<file path="config.mk">
export PLATFORM = sky130hd
export DESIGN_NAME = mux_gate_sequencer_flat
export DESIGN_NICKNAME = d
export VERILOG_FILES = /design/src/rtl/gate_ops_pkg.sv /design/src/rtl/mux_gate_sequencer_if.sv /design/src/rtl/rr_arbiter.sv /design/src/rtl/two_one_mux.sv /design/src/rtl/mux_gate_sequencer.sv /design/src/flat_wrapper.sv
export SDC_FILE = /design/constraint.sdc
export NUM_CORES = 1
export LEC_CHECK = 0
export CELL_PAD_IN_SITES_DETAIL_PLACEMENT = 0
export CELL_PAD_IN_SITES_GLOBAL_PLACEMENT = 1
export CORE_MARGIN = 1.5
export CORE_UTILIZATION = 39
export CTS_CLUSTER_SIZE = 28
export DETAILED_ROUTE_END_ITERATION = 12
export GPL_TIMING_DRIVEN = 0
export MAX_ROUTING_LAYER = met4
export PLACE_DENSITY_LB_ADDON = 0.1
export SETUP_SLACK_MARGIN = 0.05
export SLEW_MARGIN = 20
export SYNTH_ARGS = -nofsm -noshare
export SYNTH_HDL_FRONTEND = slang
export SYNTH_SLANG_ARGS = --single-unit
</file>
<file path="constraint.sdc">
create_clock -name clk -period 5.8 [get_ports clk]
set_clock_uncertainty 0.1 [all_clocks]
set_input_delay 0.58 -clock clk [delete_from_list [all_inputs] [get_ports clk]]
set_output_delay 0.58 -clock clk [all_outputs]
set_load 0.02 [all_outputs]
</file>
<file path="src/rtl/gate_ops_pkg.sv">
`default_nettype none
//============================================================================
// Package  : gate_ops_pkg
// Purpose  : Op codes, FSM state encodings and pass-count helper shared by the
//            mux-based gate sequencer.
// Revision : 1.0 - initial release
//============================================================================
package gate_ops_pkg;

    localparam logic [2:0] OP_NOT     = 3'd0;
    localparam logic [2:0] OP_NAND    = 3'd1;
    localparam logic [2:0] OP_NOR     = 3'd2;
    localparam logic [2:0] OP_AND     = 3'd3;
    localparam logic [2:0] OP_OR      = 3'd4;
    localparam logic [2:0] OP_XOR     = 3'd5;
    localparam logic [2:0] OP_XNOR    = 3'd6;
    localparam logic [2:0] OP_ILLEGAL = 3'd7;

    typedef logic [1:0] state_t;

    localparam state_t S_IDLE  = 2'd0;
    localparam state_t S_PASS1 = 2'd1;
    localparam state_t S_PASS2 = 2'd2;
    localparam state_t S_RESP  = 2'd3;

    // Ops that need ~b staged in a first pass before the final a-selected pass.
    function automatic logic is_two_pass(input logic [2:0] op);
        return (op == OP_NAND) || (op == OP_NOR) || (op == OP_XOR) || (op == OP_XNOR);
    endfunction

endpackage
`default_nettype wire

</file>
<file path="src/rtl/mux_gate_sequencer_if.sv">
`default_nettype none
//============================================================================
// Interface : mux_gate_sequencer_if
// Purpose   : Request/grant and valid/ready response bundle of the sequencer.
// Revision  : 1.0 - initial release
//============================================================================
interface mux_gate_sequencer_if #(
    parameter int N_REQ = 4,
    parameter int W     = 8
);
    localparam int IDW = $clog2(N_REQ);

    logic [N_REQ-1:0]   req;
    logic [3*N_REQ-1:0] op;
    logic [W*N_REQ-1:0] a;
    logic [W*N_REQ-1:0] b;
    logic [N_REQ-1:0]   gnt;
    logic               resp_valid;
    logic               resp_ready;
    logic [IDW-1:0]     resp_id;
    logic [W-1:0]       resp_y;
    logic               resp_err;
    logic               busy;

    modport master (
        output req, op, a, b, resp_ready,
        input  gnt, resp_valid, resp_id, resp_y, resp_err, busy
    );

    modport slave (
        input  req, op, a, b, resp_ready,
        output gnt, resp_valid, resp_id, resp_y, resp_err, busy
    );
endinterface
`default_nettype wire

</file>
<file path="src/rtl/rr_arbiter.sv">
`default_nettype none
//============================================================================
// Module   : rr_arbiter
// Purpose  : Combinational round-robin pick; search starts just after i_ptr.
// Revision : 1.0 - initial release
//============================================================================
module rr_arbiter #(
    parameter int N_REQ = 4,
    parameter int IDW   = $clog2(N_REQ)
) (
    input  wire logic [N_REQ-1:0] i_req,
    input  wire logic [IDW-1:0]   i_ptr,
    output logic      [N_REQ-1:0] o_gnt,
    output logic      [IDW-1:0]   o_idx,
    output logic                  o_any
);
    logic [IDW-1:0] w_cand;

    always_comb begin
        o_gnt  = '0;
        o_idx  = '0;
        o_any  = 1'b0;
        w_cand = '0;
        for (int k = 1; k <= N_REQ; k++) begin
            w_cand = IDW'((int'(i_ptr) + k) % N_REQ);
            if (!o_any && i_req[w_cand]) begin
                o_any         = 1'b1;
                o_gnt[w_cand] = 1'b1;
                o_idx         = w_cand;
            end
        end
    end
endmodule
`default_nettype wire

</file>
<file path="src/rtl/two_one_mux.sv">
`default_nettype none
//============================================================================
// Module   : two_one_mux
// Purpose  : Single-bit 2:1 multiplexer, o_y = i_sel ? i_d1 : i_d0.
// Revision : 1.0 - initial release
//============================================================================
module two_one_mux (
    input  wire logic i_d0,
    input  wire logic i_d1,
    input  wire logic i_sel,
    output logic      o_y
);
    assign o_y = i_sel ? i_d1 : i_d0;
endmodule
`default_nettype wire

</file>
<file path="src/rtl/mux_gate_sequencer.sv">
`default_nettype none
//============================================================================
// Module   : mux_gate_sequencer
// Purpose  : Evaluates per-requester bitwise logic ops by sequencing passes
//            through one shared W-bit 2:1 mux slice, round-robin arbitrated.
// Revision : 1.0 - initial release
//============================================================================
module mux_gate_sequencer #(
    parameter int N_REQ = 4,
    parameter int W     = 8
) (
    input wire logic            clk,
    input wire logic            rst,
    mux_gate_sequencer_if.slave bus
);
    import gate_ops_pkg::*;

    localparam int IDW = $clog2(N_REQ);

    state_t           r_state;
    state_t           w_state_nxt;
    logic [IDW-1:0]   r_ptr;
    logic [IDW-1:0]   r_id;
    logic [2:0]       r_op;
    logic [W-1:0]     r_a;
    logic [W-1:0]     r_b;
    logic [W-1:0]     r_tmp;
    logic [W-1:0]     r_y;
    logic             r_err;
    logic [N_REQ-1:0] r_gnt;

    logic [N_REQ-1:0] w_arb_gnt;
    logic [IDW-1:0]   w_arb_idx;
    logic             w_arb_any;
    logic             w_take;
    logic [2:0]       w_win_op;
    logic [W-1:0]     w_i0;
    logic [W-1:0]     w_i1;
    logic [W-1:0]     w_s;
    logic [W-1:0]     w_mux_y;

    logic [2:0]       w_op_arr [N_REQ];
    logic [W-1:0]     w_a_arr  [N_REQ];
    logic [W-1:0]     w_b_arr  [N_REQ];

    for (genvar gp = 0; gp < N_REQ; gp++) begin : g_unpack
        assign w_op_arr[gp] = bus.op[3*gp +: 3];
        assign w_a_arr[gp]  = bus.a[W*gp +: W];
        assign w_b_arr[gp]  = bus.b[W*gp +: W];
    end

    rr_arbiter #(.N_REQ(N_REQ), .IDW(IDW)) u_arb (
        .i_req (bus.req),
        .i_ptr (r_ptr),
        .o_gnt (w_arb_gnt),
        .o_idx (w_arb_idx),
        .o_any (w_arb_any)
    );

    assign w_win_op = w_op_arr[w_arb_idx];
    assign w_take   = (r_state == S_IDLE) && w_arb_any;

    always_ff @(posedge clk) begin
        if (rst) r_state <= S_IDLE;
        else     r_state <= w_state_nxt;
    end

    always_comb begin
        w_state_nxt = r_state;
        case (r_state)
            S_IDLE: begin
                if (w_arb_any) begin
                    if (w_win_op == OP_ILLEGAL)    w_state_nxt = S_RESP;
                    else if (is_two_pass(w_win_op)) w_state_nxt = S_PASS1;
                    else                            w_state_nxt = S_PASS2;
                end
            end
            S_PASS1: w_state_nxt = S_PASS2;
            S_PASS2: w_state_nxt = S_RESP;
            S_RESP:  if (bus.resp_ready) w_state_nxt = S_IDLE;
            default: w_state_nxt = S_IDLE;
        endcase
    end

    // Default selects build ~b = mux(1,0,b); PASS2 overrides per op with s=a.
    always_comb begin
        w_i0 = '1;
        w_i1 = '0;
        w_s  = r_b;
        if (r_state == S_PASS2) begin
            case (r_op)
                OP_NAND: begin w_i0 = '1;    w_i1 = r_tmp; w_s = r_a; end
                OP_NOR:  begin w_i0 = r_tmp; w_i1 = '0;    w_s = r_a; end
                OP_AND:  begin w_i0 = '0;    w_i1 = r_b;   w_s = r_a; end
                OP_OR:   begin w_i0 = r_b;   w_i1 = '1;    w_s = r_a; end
                OP_XOR:  begin w_i0 = r_b;   w_i1 = r_tmp; w_s = r_a; end
                OP_XNOR: begin w_i0 = r_tmp; w_i1 = r_b;   w_s = r_a; end
                default: begin w_i0 = '1;    w_i1 = '0;    w_s = r_b; end
            endcase
        end
    end

    for (genvar gi = 0; gi < W; gi++) begin : g_mux
        two_one_mux u_mux (
            .i_d0  (w_i0[gi]),
            .i_d1  (w_i1[gi]),
            .i_sel (w_s[gi]),
            .o_y   (w_mux_y[gi])
        );
    end

    always_ff @(posedge clk) begin
        if (rst) begin
            r_gnt <= '0;
            r_ptr <= IDW'(N_REQ - 1);
            r_id  <= '0;
            r_op  <= '0;
            r_a   <= '0;
            r_b   <= '0;
            r_tmp <= '0;
            r_y   <= '0;
            r_err <= 1'b0;
        end else begin
            r_gnt <= w_take ? w_arb_gnt : '0;
            if (w_take) begin
                r_ptr <= w_arb_idx;
                r_id  <= w_arb_idx;
                r_op  <= w_win_op;
                r_a   <= w_a_arr[w_arb_idx];
                r_b   <= w_b_arr[w_arb_idx];
                r_y   <= '0;
                r_err <= (w_win_op == OP_ILLEGAL);
            end
            if (r_state == S_PASS1) r_tmp <= w_mux_y;
            if (r_state == S_PASS2) r_y   <= w_mux_y;
        end
    end

    assign bus.gnt        = r_gnt;
    assign bus.resp_valid = (r_state == S_RESP);
    assign bus.resp_id    = r_id;
    assign bus.resp_y     = r_y;
    assign bus.resp_err   = r_err;
    assign bus.busy       = (r_state != S_IDLE);

endmodule
`default_nettype wire
</file>
<file path="src/flat_wrapper.sv">
// flat-port wrapper written by rule: the top's interface ports become plain ports
module mux_gate_sequencer_flat import gate_ops_pkg::*;
#(
    parameter int N_REQ = 4,
    parameter int W     = 8
)
  (clk, rst, bus_req, bus_op, bus_a, bus_b, bus_resp_ready, bus_gnt, bus_resp_valid, bus_resp_id, bus_resp_y, bus_resp_err, bus_busy);
  mux_gate_sequencer_if #(.N_REQ(N_REQ), .W(W)) bus_i ();
  input wire logic clk;
  input wire logic rst;
  input wire logic [$bits(bus_i.req)-1:0] bus_req;
  input wire logic [$bits(bus_i.op)-1:0] bus_op;
  input wire logic [$bits(bus_i.a)-1:0] bus_a;
  input wire logic [$bits(bus_i.b)-1:0] bus_b;
  input wire logic [$bits(bus_i.resp_ready)-1:0] bus_resp_ready;
  output wire logic [$bits(bus_i.gnt)-1:0] bus_gnt;
  output wire logic [$bits(bus_i.resp_valid)-1:0] bus_resp_valid;
  output wire logic [$bits(bus_i.resp_id)-1:0] bus_resp_id;
  output wire logic [$bits(bus_i.resp_y)-1:0] bus_resp_y;
  output wire logic [$bits(bus_i.resp_err)-1:0] bus_resp_err;
  output wire logic [$bits(bus_i.busy)-1:0] bus_busy;
  assign bus_i.req = bus_req;
  assign bus_i.op = bus_op;
  assign bus_i.a = bus_a;
  assign bus_i.b = bus_b;
  assign bus_i.resp_ready = bus_resp_ready;
  assign bus_gnt = bus_i.gnt;
  assign bus_resp_valid = bus_i.resp_valid;
  assign bus_resp_id = bus_i.resp_id;
  assign bus_resp_y = bus_i.resp_y;
  assign bus_resp_err = bus_i.resp_err;
  assign bus_busy = bus_i.busy;
  mux_gate_sequencer #(.N_REQ(N_REQ), .W(W)) u_core (.clk(clk), .rst(rst), .bus(bus_i));
endmodule
</file>
==> impl_metrics.ini, run 1 <==
[drt]
drt-vias-per-instance = 5.53
routedWlPerCell_um = 16.7
wl_mm = 10.8
drtIter0Drc = 191
firstDrtPassIters = 4
vias = 3575
drc = 0
ant_nets = 0

[logic_synthesis]
ys_seq_elements = 46
syn_area_per_cell_um2 = 8.56
ys_top_cells_by_area = dfxtp_1 25%, mux2i_1 14%, mux2_2 5.5%
yosysSeqAreaShare = 0.250
yosys_most_used_dff = dfxtp_1
synthCells = 431
yosysWarnings = 0
synth_edf_count = 0
synth_nets = 527
syn_area_um2 = 3690
ys_top_cells_by_count = 51 x mux2i_1, 51 x nor2_1, 46 x dfxtp_1
async_flop_share = 0
synth_cell_type_count = 53
synth_top_area_cell = dfxtp_1
synth_top_cell_area_share = 0.250

[flow_run]
drv_cap = 0

[worst_setup_path]
start_kind = register
worst_ep_required_time_ps = 5900
cp_top_family = buffers and inverters
r2r_slack_ps = 1780
critPathKind = register to register
worst-path-buf-inv = 5
critPathArrivalTime_ps = 4110
worst_setup_path_end_kind = register
critPathSlowestCell = mux4_2
max_stage_delay_ps = 620
path_cells = buf_2 -> inv_1 -> ha_1 -> clkbuf_1 -> mux4_2 -> nor4_1 -> nand2b_1 -> buf_2 -> clkbuf_1 -> nand3b_1 -> o41ai_2
cp_max_fo = 10

[outcome]
status = completed

[timing]
relSlewSlack = 0.496
max_freq_ghz = 0.249
tightest_slew_ps = 750
setup_violations = 0
setup_ws_ps = 1780
slew_violations = 0
rsz0062_at_grt = false
setup_tns_ps = 0
hold_viol = 0
finalCriticalPeriod_ps = 4020
finalCritPeriodShare = 0.693

[power_and_ir_drop]
vdd_drop_max_uv = 254
power.leakage_nw = 1.90
p_per_area_nw_per_um2 = 530

[clock_tree]
cts.hold.buffers_added = 0
cts_buffers = 5
cts_resized = 0
clock-root-buffer = clkbuf_8
cts_setup_buffers = 0
clock-sinks = 46
clock_latency_ps = 300
cts_tree = built
ctsHtreeMaxLevel = 2
path_clk_slew_ps = 80
clk_path_buf_depth = 2

[global_routing]
grt_remaining_overflow = 0
antenna_found_initial = 0
grt_pass1_wl_mm = 17.4
grt_pass1_vias = 3492
grt_max_degree = 15
grtUsageTotal = 0.222

[floorplan]
rows = 35
die-area_um2 = 10000
dieHeight_um = 100
fp.dieW_um = 100
core_um2 = 9200
start_util = 0.401
io_pins = 100

[final_layout]
syn_to_final_growth_pct = 32.9
nFillCells = 907
drive_gt1_frac = 0.103
diodes = 0
nets = 631

[place]
port_buffers = 97
place_congestion = 0.887
dp_slack_ps = 1800
dp_hpwl_mm = 8.52

[min_path]
min_path_type = register to register
==> cell type report <==
type | count | area [um2] | area share
Clock inverter | 1 | 8.76 | 0.00179
Timing Repair Buffer | 97 | 971 | 0.198
Multi-Input combinational cell | 329 | 2510 | 0.511
Tap cell | 111 | 139 | 0.0283
Clock buffer | 7 | 96.3 | 0.0197
Buffer | 34 | 178 | 0.0362
Inverter | 22 | 82.6 | 0.0168
Sequential cell | 46 | 921 | 0.188
==> layer usage <==
layer | wire length, um | vias to the layer above | track usage
li1 | - | 1800 | -
met1 | 5060 | 1640 | 0.294
met2 | 4880 | 129 | 0.358
met3 | 795 | 6 | 0.0369
met4 | 78 | 0 | 0.0488
met5 | 0 | - | -
==> logic make-up after synthesis <==
logic type      share of synthesized area
simple gates                        0.145
fa+ha+maj                          0.0441
compound gates                      0.244
xor+xnor                          0.00238
flops                               0.250
mux                                 0.244
buf+inv                            0.0706
==> power by group <==
part	switching [W]	leakage (nW)	internal (W)
Combinational	0.00104	1.47	0.000832
Clock	0.000112	0.0544	0.000109
Sequential	0.0000813	0.379	0.000426
==> final timing paths <==
kind | depth (start not counted) | to | start
worst max-delay path | 11 | u_core.bus.resp_err$_SDFFE_PP0P_ | u_core.r_ptr[1]$_SDFFE_PP1P_
worst max register to register | 11 | u_core.bus.resp_err$_SDFFE_PP0P_ | u_core.r_ptr[1]$_SDFFE_PP1P_
worst min register to register | 2 | u_core.r_a[0]$_SDFFE_PP0P_ | u_core.r_a[0]$_SDFFE_PP0P_
worst min-delay path | 2 | u_core.r_a[0]$_SDFFE_PP0P_ | u_core.r_a[0]$_SDFFE_PP0P_
==> flip-flops by register name, indices dropped and copies added (netlist names) <==
register,flops
u_core.bus.resp_id,2
u_core.r_tmp,8
u_core.r_a,8
u_core.r_b,8
u_core.bus.resp_err,1
u_core.r_state,2
u_core.r_op,3
u_core.bus.gnt,4
u_core.bus.resp_y,8
u_core.r_ptr,2
==> cell usage in the layout (no fill, tap or decap), drive strengths merged, types with 4 or more instances in the layout <==
cell type / count
o21ai: 42
dfxtp: 46
a22oi: 5
o41ai: 5
a22o: 12
clkdlybuf4s50: 97
nor2: 51
nor3: 5
o2111ai: 4
a211oi: 5
nand3b: 18
mux2i: 55
a221oi: 8
buf: 15
a31oi: 10
ha: 13
nand2: 18
o2bb2ai: 6
clkbuf: 26
nand2b: 5
a21oi: 21
mux2: 19
inv: 22
mux4: 4
==> metrics by stage <==
| step | hold slack, ps | total power [W] | instances | utilization | cell area [um2] |
|---|---|---|---|---|---|
| 2_1_floorplan | 352 | 0.00189 | 431 | - | 3690 |
| 3_3_place_gp | 365 | 0.00237 | 639 | 0.522 | 4800 |
| 3_5_place_dp | 365 | 0.00239 | 639 | 0.522 | 4800 |
| 4_1_cts | 379 | 0.00261 | 647 | 0.533 | 4900 |
| 5_1_grt | 410 | 0.00281 | 647 | 0.533 | 4900 |
| 6_report | 378 | 0.00260 | 647 | 0.533 | 4900 |
==> worst min-delay path: cells and delay by family (launching register included) <==
| kind | cells | cell delay [ps] |
|---|---|---|
| and+or+nand+nor | 1 | 70 |
| AOI/OAI and AO/OA | 1 | 50 |
| DFF | 1 | 310 |
(Power assumes the default switching activity.)
==> inputs of run 2 (changes only) <==
--- a/config.mk
+++ b/config.mk
@@ -8,7 +8,7 @@
 export CELL_PAD_IN_SITES_DETAIL_PLACEMENT = 0
 export CELL_PAD_IN_SITES_GLOBAL_PLACEMENT = 1
 export CORE_MARGIN = 1.5
-export CORE_UTILIZATION = 39
+export CORE_UTILIZATION = 33
 export CTS_CLUSTER_SIZE = 28
 export DETAILED_ROUTE_END_ITERATION = 12
 export GPL_TIMING_DRIVEN = 0
==> constraint.sdc (replaced) <==
create_clock -name clk -period 3.25 [get_ports clk]
set_clock_uncertainty 0.1 [all_clocks]
set_input_delay 0.325 -clock clk [delete_from_list [all_inputs] [get_ports clk]]
set_output_delay 0.325 -clock clk [all_outputs]
set_load 0.02 [all_outputs]
==> run 2 against run 1 <==
Utilization is 4.6 points lower. Maximum frequency is 28% higher. Hold slack better by 6.1 ps. Die area is 18% higher. Combinational power is 110% higher. First-iteration DRC count is 14% higher. Clock power is 130% higher. Critical path type unchanged. Largest power group unchanged. Highest routed layer unchanged.
==> impl_metrics.ini, run 2 (same netlist as run 1, synthesis figures left out) <==
[drt]
wl_mm = 11.5
vias = 3677
firstDrtPassIters = 4
drc = 0
ant_nets = 0
drt-vias-per-instance = 5.31
routedWlPerCell_um = 16.7
drtIter0Drc = 218

[min_path]
hold_start = u_core.r_a[5]$_SDFFE_PP0P_
hold_depth = 2
min_path_type = register to register

[floorplan]
rows = 38
dieHeight_um = 109
fp.dieW_um = 109
io_pins = 100
core_um2 = 10900
die-area_um2 = 11800
start_util = 0.339

[worst_setup_path]
reg2reg_depth = 12
critPathKind = register to register
worst_ep_required_time_ps = 3340
startpoint = u_core.r_ptr[0]$_SDFFE_PP1P_
critPathArrivalTime_ps = 3220
cp_max_fo = 10
worst_setup_path_end_kind = register
start_kind = register
r2r-start = u_core.r_ptr[0]$_SDFFE_PP1P_

[timing]
finalCritPeriodShare = 0.962
slew_violations = 0
finalCriticalPeriod_ps = 3130
max_freq_ghz = 0.320
setup_violations = 0
holdWs_ps = 384
hold_viol = 0
rsz0062_at_grt = true
tightest_slew_ps = 655
setup_tns_ps = 0
relSlewSlack = 0.560

[global_routing]
grt_remaining_overflow = 0
grt.met2_usage = 0.325
grt_pass1_vias = 3593
grt_max_degree = 16
met1_usage = 0.267
antenna_found_initial = 0
grt_pass1_wl_mm = 18.1
grtUsageTotal = 0.200
top_usage_layer = met2
met3_usage = 0.0251

[power_and_ir_drop]
vdd_drop_max_uv = 462
total_power_w = 0.00530
power.leakage_nw = 2.05
p_per_area_nw_per_um2 = 1000

[final_layout]
drive_gt1_frac = 0.165
syn_to_final_growth_pct = 43.7
diodes = 0
final_common_cell = clkdlybuf4s50_1
nets = 647
stdcell_area_um2 = 5300
final_cell_mix = 97 x clkdlybuf4s50_1, 51 x nor2_1, 49 x mux2i_1

[clock_tree]
clock-sinks = 46
cts.hold.buffers_added = 0
path_clk_slew_ps = 90
clock-root-buffer = clkbuf_8
cts_tree = built
clk_path_buf_depth = 2
ctsHtreeMaxLevel = 2
clock_latency_ps = 300
cts_buffers = 5

[flow_run]
drv_cap = 0

[place]
dp_hpwl_mm = 8.70
place_congestion = 0.871
postPlaceCellArea_um2 = 4830
port_buffers = 97

[outcome]
status = completed
## run 2: cell types whose count changed in the layout (fill, tap and decap cells not counted), sizes merged
| cell | delta |
|---|---|
| inv | -2 |
| clkinvlp | +2 |
| buf | +15 |
| clkbuf | -1 |
| bufinv | +2 |
## run 2: cell type report
type	count	area (um2)
Timing Repair Buffer	114	1120
Sequential cell	46	928
Clock inverter	3	68.8
Fill cell	1073	5590
Multi-Input combinational cell	329	2620
Clock buffer	5	68.8
Tap cell	140	175
Buffer	33	225
Inverter	22	90.1
## run 2: critical path: stages, from the launching register on
cell and delay, ps:
dfxtp_4 400, buf_12 140, buf_12 130, clkinvlp_4 110
ha_4 320, nand4b_1 130, o211ai_1 440, o21ai_2 160
a21oi_4 300, buf_6 230, mux2i_2 280, mux2_2 200
o21ai_1 50
## run 2: metrics by stage
step | util | setup slack (ps) | std cells
5_1_grt | 0.487 | -24.2 | 692
3_5_place_dp | 0.444 | -741 | 668
4_1_cts | 0.463 | 68.6 | 678
3_3_place_gp | 0.444 | -718 | 668
6_report | 0.487 | 122 | 692
2_1_floorplan | - | 81.8 | 431
## run 2: power by group
| part | switching [W] | internal, W |
|---|---|---|
| combinational | 0.00201 | 0.00185 |
| clock | 0.000211 | 0.000308 |
| sequential | 0.000152 | 0.000766 |
| total | 0.00237 | 0.00293 |
## run 2: what timing repair did
item | CTS | global route
pin swaps | 2 | 5
setup buffers | 3 | 13
endpoints found under the setup margin | 38 | 26
resized for setup | 11 | 32
gates cloned | 0 | 1
endpoints found under the hold margin | 0 | 0
## run 2: metal layers
| metal | vias to the layer above | part of all wire | wire length [um] |
|---|---|---|---|
| li1 | 1832 | - | - |
| met1 | 1726 | 0.48 | 5580 |
| met2 | 115 | 0.46 | 5270 |
| met3 | 4 | 0.055 | 631 |
| met4 | 0 | 0.0049 | 56 |
| met5 | - | 0 | 0 |
## run 2: path summary, 6_finish.rpt
kind                                              endpoint  slack, ps
worst min register to register  u_core.r_a[5]$_SDFFE_PP0P_        380
worst max-delay path            u_core.r_b[0]$_SDFFE_PP0P_        120
worst min-delay path            u_core.r_a[5]$_SDFFE_PP0P_        380
worst max register to register  u_core.r_b[0]$_SDFFE_PP0P_        120
